===== config.mk =====
export PLATFORM = sky130hd
export DESIGN_NAME = packet_serializer
export DESIGN_NICKNAME = d
export VERILOG_FILES = /design/src/rtl/serializer_pkg.sv /design/src/rtl/serializer_beat_select.sv /design/src/rtl/packet_serializer.sv
export SDC_FILE = /design/constraint.sdc
export NUM_CORES = 2
export LEC_CHECK = 0
export BUFFER_PORTS_ARGS = -buffer_cell sky130_fd_sc_hd__buf_2
export CAP_MARGIN = 10
export CELL_PAD_IN_SITES_DETAIL_PLACEMENT = 0
export CELL_PAD_IN_SITES_GLOBAL_PLACEMENT = 1
export CORE_AREA = 5 5 357 359
export CTS_BUF_LIST = sky130_fd_sc_hd__clkbuf_2 sky130_fd_sc_hd__clkbuf_4 sky130_fd_sc_hd__clkbuf_8
export CTS_CLUSTER_DIAMETER = 120
export CTS_CLUSTER_SIZE = 30
export DETAILED_ROUTE_END_ITERATION = 10
export DIE_AREA = 0 0 362 364
export GPL_TIMING_DRIVEN = 1
export MAX_ROUTING_LAYER = met4
export PLACE_DENSITY_LB_ADDON = 0.15
export SLEW_MARGIN = 20
export SYNTH_ARGS = -nofsm -noshare
export SYNTH_HDL_FRONTEND = slang
export SYNTH_SLANG_ARGS = --single-unit

===== constraint.sdc =====
create_clock -name clock -period 2.23 [get_ports clock]
set_input_delay 0 -clock clock [delete_from_list [all_inputs] [get_ports clock]]
set_output_delay 0 -clock clock [all_outputs]
set_load 0.01 [all_outputs]

===== src/rtl/serializer_pkg.sv =====
// Shared types and packet-layout helpers for the packet serializer.
// Offsets are expressed as functions so every user derives the same layout.
package serializer_pkg;

    typedef enum logic [1:0] {
        ST_IDLE,
        ST_HEADER,
        ST_DATA,
        ST_SETTLE
    } state_t;

    localparam int unsigned LEN_LSB   = 0;
    localparam int unsigned LEN_WIDTH = 8;

    function automatic int unsigned strb_offset(input int unsigned header_size,
                                                input int unsigned strb_size,
                                                input int unsigned beat);
        return header_size + beat * strb_size;
    endfunction

    function automatic int unsigned data_offset(input int unsigned header_size,
                                                input int unsigned beats,
                                                input int unsigned strb_size,
                                                input int unsigned beat_size,
                                                input int unsigned beat);
        return header_size + beats * strb_size + beat * beat_size;
    endfunction

    // Header length field is beats-1; anything beyond the packet capacity saturates.
    function automatic int unsigned clamp_len(input logic [LEN_WIDTH-1:0] len,
                                              input int unsigned beats);
        if (32'(len) > beats - 1)
            return beats - 1;
        return 32'(len);
    endfunction

endpackage


===== src/rtl/serializer_beat_select.sv =====
// Combinational extraction of one beat's strobe and data from a stored packet.
module serializer_beat_select
    import serializer_pkg::*;
#(
    parameter int unsigned HEADER_SIZE = 102,
    parameter int unsigned BEATS       = 4,
    parameter int unsigned STRB_SIZE   = 16,
    parameter int unsigned BEAT_SIZE   = 128,
    parameter int unsigned DATA_SIZE   = HEADER_SIZE + BEATS * (STRB_SIZE + BEAT_SIZE),
    parameter int unsigned IDX_W       = 2
) (
    input  logic [DATA_SIZE-1:0] packet,
    input  logic [IDX_W-1:0]     beat_idx,
    output logic [STRB_SIZE-1:0] strb,
    output logic [BEAT_SIZE-1:0] data
);

    always_comb begin
        strb = '0;
        data = '0;
        for (int unsigned k = 0; k < BEATS; k++) begin
            if (32'(beat_idx) == k) begin
                strb = packet[strb_offset(HEADER_SIZE, STRB_SIZE, k) +: STRB_SIZE];
                data = packet[data_offset(HEADER_SIZE, BEATS, STRB_SIZE, BEAT_SIZE, k) +: BEAT_SIZE];
            end
        end
    end

endmodule


===== src/rtl/packet_serializer.sv =====
// Captures a selected packet and drains it as one header transfer plus a data burst,
// then pulses consumed and waits a few settle cycles before accepting the next one.
module packet_serializer
    import serializer_pkg::*;
#(
    parameter int unsigned HEADER_SIZE   = 102,
    parameter int unsigned BEATS         = 4,
    parameter int unsigned STRB_SIZE     = 16,
    parameter int unsigned BEAT_SIZE     = 128,
    parameter int unsigned DATA_SIZE     = HEADER_SIZE + BEATS * (STRB_SIZE + BEAT_SIZE),
    parameter int unsigned SETTLE_CYCLES = 2
) (
    input  logic                   clock,
    input  logic                   reset,
    input  logic [DATA_SIZE-1:0]   selector_to_serializer_packet,
    input  logic                   scheduler_to_serializer_activate_signal,
    output logic                   serializer_to_scheduler_consumed,
    output logic [HEADER_SIZE-1:0] m_header,
    output logic                   m_header_valid,
    input  logic                   m_header_ready,
    output logic [BEAT_SIZE-1:0]   m_data,
    output logic [STRB_SIZE-1:0]   m_strb,
    output logic                   m_last,
    output logic                   m_data_valid,
    input  logic                   m_data_ready,
    output logic                   busy
);

    localparam int unsigned IDX_W = (BEATS > 1) ? $clog2(BEATS) : 1;
    localparam int unsigned SET_W = (SETTLE_CYCLES > 1) ? $clog2(SETTLE_CYCLES) : 1;

    state_t                 state_q, state_d;
    logic [DATA_SIZE-1:0]   pkt_q;
    logic [IDX_W-1:0]       beat_q;
    logic [SET_W-1:0]       settle_q;
    logic                   consumed_q;
    logic                   is_last;
    logic                   settle_done;

    assign is_last     = (beat_q == IDX_W'(clamp_len(pkt_q[LEN_LSB +: LEN_WIDTH], BEATS)));
    assign settle_done = (32'(settle_q) == SETTLE_CYCLES - 1);

    always_ff @(posedge clock) begin
        if (reset)
            state_q <= ST_IDLE;
        else
            state_q <= state_d;
    end

    always_comb begin
        state_d = state_q;
        case (state_q)
            ST_IDLE:   if (scheduler_to_serializer_activate_signal) state_d = ST_HEADER;
            ST_HEADER: if (m_header_ready) state_d = ST_DATA;
            ST_DATA: begin
                if (m_data_ready && is_last)
                    state_d = (SETTLE_CYCLES == 0) ? ST_IDLE : ST_SETTLE;
            end
            ST_SETTLE: if (settle_done) state_d = ST_IDLE;
            default:   state_d = ST_IDLE;
        endcase
    end

    // The packet register is the only copy used after capture; the selector may move on.
    always_ff @(posedge clock) begin
        if (reset) begin
            pkt_q      <= '0;
            beat_q     <= '0;
            settle_q   <= '0;
            consumed_q <= 1'b0;
        end else begin
            consumed_q <= 1'b0;
            case (state_q)
                ST_IDLE: begin
                    if (scheduler_to_serializer_activate_signal) begin
                        pkt_q  <= selector_to_serializer_packet;
                        beat_q <= '0;
                    end
                end
                ST_DATA: begin
                    if (m_data_ready) begin
                        if (is_last) begin
                            consumed_q <= 1'b1;
                            settle_q   <= '0;
                        end else begin
                            beat_q <= beat_q + IDX_W'(1);
                        end
                    end
                end
                ST_SETTLE: settle_q <= settle_q + SET_W'(1);
                default: ;
            endcase
        end
    end

    serializer_beat_select #(
        .HEADER_SIZE (HEADER_SIZE),
        .BEATS       (BEATS),
        .STRB_SIZE   (STRB_SIZE),
        .BEAT_SIZE   (BEAT_SIZE),
        .DATA_SIZE   (DATA_SIZE),
        .IDX_W       (IDX_W)
    ) u_beat_select (
        .packet   (pkt_q),
        .beat_idx (beat_q),
        .strb     (m_strb),
        .data     (m_data)
    );

    always_comb begin
        m_header_valid                   = (state_q == ST_HEADER);
        m_data_valid                     = (state_q == ST_DATA);
        m_last                           = (state_q == ST_DATA) && is_last;
        busy                             = (state_q != ST_IDLE);
        serializer_to_scheduler_consumed = consumed_q;
        m_header                         = pkt_q[HEADER_SIZE-1:0];
    end

endmodule


==> summary.md, run 1 <==
| Metric | Value |
|---|---|
| Register bit total from synthesis | `684` |
| Syn nets | `4775` |
| Tool Error | `[ERROR RSZ-0060] Max buffer count reached.` |
| Outcome | `did not finish` |
| Post-DP HPWL | `103 mm` |
| Chip Height | `364 um` |
| Syn_area_per_cell | `7.13 um^2` |
| Setup WS pre-CTS | `-409 ps` |
| Sequential fraction of the synthesis area | `0.470` |
| Die outline width | `362 um` |
| Buffers on Ports | `933` |
| I/O Pins | `934` |
| Ranking of synthesized cells by area | `dfxtp_1, nand2_1, a21oi_1` |
| Gate Count Post-Synth | `4084` |
| Top FF cell, synth | `dfxtp_1` |
| Synth area leader | `dfxtp_1` |
| Most common cell in the netlist | `nand2_1` |
| Post-CTS sizing | `331` |
| Ys Warns | `0` |
| Initial Utilization | `0.236` |
| Cell variety after synth | `34` |
| Post-synth EDFFs | `0` |
| Post-synth ARST share | `0` |
| H-tree Lvls | `1` |
| Synth top area share | `0.470` |
| Hold_buf cts | `1292` |
| Clock root buffer | `clkbuf_8` |
| Row cnt | `129` |
| Mapped Area | `0.0291 mm^2` |
| Commonest cells in the synthesized netlist | `nand2_1, a21oi_1, dfxtp_1` |
| Final Wtd Congestion | `0.805` |
| CTS buffer count | `31` |
| # clock sinks | `684` |
| Failing step | `clock tree synthesis` |
| Setup bufs post-CTS | `30` |
| Deepest clock path buffer count | `3` |
logic make-up after synthesis:
group / Yosys count / synth area share
multiplexers: 1 / 0.000344
AO/OA/AOI/OAI: 1128 / 0.196
AND/OR/NAND/NOR: 1812 / 0.254
buffers and inverters: 450 / 0.0761
flip-flops: 684 / 0.470
adder cells (fa/ha/maj): 8 / 0.00344
XOR/XNOR: 1 / 0.000301
through the flow:
| step | hold slack [ps] | instance area, um^2 | instances | utilization |
|---|---|---|---|---|
| after global placement | 241 | 35500 | 6356 | 0.287 |
| after detailed placement | 245 | 35500 | 6356 | 0.287 |
| after floorplan | 136 | 29100 | 4084 | - |
==> run 2: changes to the inputs <==
CELL_PAD_IN_SITES_DETAIL_PLACEMENT = not set   (was 0)
CELL_PAD_IN_SITES_GLOBAL_PLACEMENT = not set   (was 1)
CORE_AREA = not set   (was 5 5 357 359)
CORE_MARGIN = 5   (was not set)
CORE_UTILIZATION = 20   (was not set)
CTS_BUF_LIST = not set   (was sky130_fd_sc_hd__clkbuf_2 sky130_fd_sc_hd__clkbuf_4 sky130_fd_sc_hd__clkbuf_8)
CTS_CLUSTER_DIAMETER = not set   (was 120)
CTS_CLUSTER_SIZE = not set   (was 30)
DIE_AREA = not set   (was 0 0 362 364)
MAX_ROUTING_LAYER = not set   (was met4)
==> summary.md, run 2 <==
| Metric | Value |
|---|---|
| Outcome | `finished with violations` |
| Failing checks | `setup timing` |
| Startpoint Class | `flop` |
| Top FF cell, synth | `dfxtp_1` |
| Initial Utilization | `0.201` |
| Vias in the first global route | `32843` |
| DR pass1 iterations | `5` |
| Worst Max-Slew Pin Slew | `770 ps` |
| Row cnt | `140` |
| CP Capture Type | `output port` |
| Buffers on Ports | `933` |
| Crit. path cell count | `10` |
| R2R Path End | `pkt_q[119]$_SDFFE_PP0P_` |
| Post-synth EDFFs | `0` |
| Gate Count Post-Synth | `4084` |
| Routed len/inst | `20.3 um` |
| Share of layout cells above drive strength 1 | `0.254` |
| CTS tree | `done` |
| Critical path, cell by cell | `inv_2 -> ha_4 -> buf_12 -> buf_12 -> clkbuf_16 -> nand3b_1 -> a21oi_2 -> a21oi_2 -> o21ai_1 -> buf_2` |
| Post-Route WL | `154 mm` |
| Global route overflow | `0` |
| Adder-Cell Fraction of Synth Area | `0.00344` |
| H-tree Lvls | `3` |
| Fmax | `0.400 GHz` |
| Post-synthesis mux area share | `0.000344` |
| Clk Latency, worst-skew pair | `670 ps` |
| Vias per inst | `4.34` |
| Biggest regs | `pkt_q x678, beat_q x2, state_q x2` |
| Die outline width | `392 um` |
| Ranking of synthesized cells by area | `dfxtp_1, nand2_1, a21oi_1` |
| Setup crit end | `m_data[94]` |
| RSZ-0062 raised after global routing | `true` |
| Final setup margin | `-268 ps` |
| Slew margin rel. | `0.487` |
| CP delay by family, top | `buffers and inverters` |
| Multi-input logic area | `0.0140 mm^2` |
| Hold crit path type | `in -> reg` |
| Syn nets | `4775` |
| Sequential fraction of the synthesis area | `0.470` |
| Post-route cell area | `0.0481 mm^2` |
| Reg2reg start | `state_q[0]$_SDFFE_PP0P_` |
| Initial antenna violation count | `43` |
| Nets | `6258` |
| Largest net degree at the start of global routing | `92` |
| Max reg flops | `678` |
| Ys Warns | `0` |
| Power per cell area | `964 mW/mm^2` |
| Commonest non-fill, non-tap cell in the layout | `nand2_1` |
| Final Wtd Congestion | `0.817` |
| Simple-gate share of the synthesized area | `0.254` |
| Leak pwr | `0.0194 uW` |
| Largest reg by FF count | `pkt_q` |
| Setup total negative slack | `-25010 ps` |
| GRT Total Usage | `0.185` |
| Worst Path Max Fanout | `9` |
| Largest family of logic cells by synthesized area | `simple AND/OR/NAND/NOR gates` |
| Commonest cells in the synthesized netlist | `nand2_1, a21oi_1, dfxtp_1` |
| Complex-gate fraction of the synthesized area | `0.196` |
| R2r setup slk | `60 ps` |
| First-pass GRT wire length | `215 mm` |
| Worst R2R Path Depth | `8` |
| Synth top area share | `0.470` |
| Most common cell in the netlist | `nand2_1` |
| Cell variety after synth | `34` |
| Deepest clock path buffer count | `3` |
| Placed Cells | `6616` |
| Post-DP HPWL | `103 mm` |
| Register bit total from synthesis | `684` |
| Setup WS pre-CTS | `-258 ps` |
| Placed cell areas | `0.0357 mm^2` |
| Die area | `0.153 mm^2` |
| Initial drt markers | `1767` |
| Clock root buffer | `clkbuf_16` |
| # clock sinks | `684` |
| Most frequent cells in the layout | `nand2_1, buf_2, a21oi_1` |
| Fillers | `15660` |
| Post-detailed-route count of antenna-violating nets | `0` |
| Mapped Area | `0.0291 mm^2` |
| Req. time, crit path | `2230 ps` |
| CP max stage delay | `330 ps` |
| Critical path origin | `beat_q[1]$_SDFFE_PP0P_` |
| Core area | `0.145 mm^2` |
| Drt drc | `0` |
| Final Skew | `37.4 ps` |
| Arr. time, crit path | `2500 ps` |
| Chip Height | `392 um` |
| Final Hold Vio Count | `0` |
| Crit path buffers/inverters | `5` |
| Setup violations, final | `144` |
| Synth area leader | `dfxtp_1` |
| Fin crit period | `2500 ps` |
| Max Cap Violations | `0` |
| Syn_area_per_cell | `7.13 um^2` |
| Max VDD drop | `0.562 mV` |
| I/O Pins | `934` |
| Vias | `32889` |
| Pwr Total | `46400 uW` |
| FF+latch area | `0.0137 mm^2` |
| CP max stage cell | `dfxtp_2` |
| Fin cells | `7583` |
| CTS buffer count | `89` |
| Post-synth ARST share | `0` |
| Synth Area in XOR/XNOR | `0.000301` |
| Syn-to-layout area delta | `65.2%` |
| Max-slew violations | `0` |
| Crit share post-route | `1.12` |
| WS Path Type | `reg -> out` |
| Clk slew on worst S/H paths | `60 ps` |
[run 2: how the worst min path moves through the flow]
stage | startpoint | to | slack, ps | cells past startpoint
floorplan | selector_to_serializer_packet[100] | pkt_q[100]$_SDFFE_PP0P_ | 140 | 2
global placement | selector_to_serializer_packet[73] | pkt_q[73]$_SDFFE_PP0P_ | 240 | 3
detailed placement | selector_to_serializer_packet[32] | pkt_q[32]$_SDFFE_PP0P_ | 240 | 3
CTS | selector_to_serializer_packet[56] | pkt_q[56]$_SDFFE_PP0P_ | 2 | 4
global route | selector_to_serializer_packet[56] | pkt_q[56]$_SDFFE_PP0P_ | 50 | 4
finish | selector_to_serializer_packet[56] | pkt_q[56]$_SDFFE_PP0P_ | 90 | 4
[run 2: cells by family (layout without fill, tap and decap cells)]
logic type | count (synthesis) | in the layout
simple gates | 1812 | 1812
compound gates | 1128 | 1128
flops | 684 | 684
buf+inv | 450 | 1999
fa+ha+maj | 8 | 8
xor+xnor | 1 | 1
mux | 1 | 1
other cells | 0 | 33
[run 2: routing by layer]
metal | GRT usage | vias up | part of all wire
li1 | - | 16296 | -
met2 | 0.320 | 888 | 0.48
met4 | 0.0465 | 22 | 0.023
met1 | 0.232 | 15491 | 0.43
met3 | 0.0443 | 192 | 0.062
met5 | 0 | - | 0.00092
[run 2: metrics by stage]
stage	util	hold slack [ps]
2_1_floorplan	-	136
3_3_place_gp	0.246	241
3_5_place_dp	0.246	245
4_1_cts	0.324	2.48
5_1_grt	0.331	52.7
6_report	0.331	88.6
[run 2: layout make-up]
type	instances	area share
clock buffers	133	0.0531
flip-flops and latches	684	0.285
well taps	1917	0.0498
multi-input cells	2950	0.291
inverters	8	0.000676
clock inverters	24	0.00541
repair buffers	1834	0.314
diodes	33	0.00172
[run 2: worst register-to-register path, stage by stage, from the launching register on]
cell and delay (ps):
dfxtp_1 320, inv_1 110, ha_1 270, and2_4 220, buf_12 160, buf_12 250, nand2_1 110, a21oi_1 130
dlygate4sd3_1 560
[run 2: power by group]
part           switching, uW  total, uW  internal (uW)
clock                   5970      14100           8170
sequential              1350      15900          14500
combinational           9570      16400           6800
[run 2: what timing repair did]
item	CTS	global route
hold buffers	702	0
endpoints found under the setup margin	145	152
setup buffers	24	15
resized for setup	261	162
pin swaps	36	56
endpoints found under the hold margin	684	0
cloned	19	17
No activity file was read; power rests on OpenSTA's default activity.
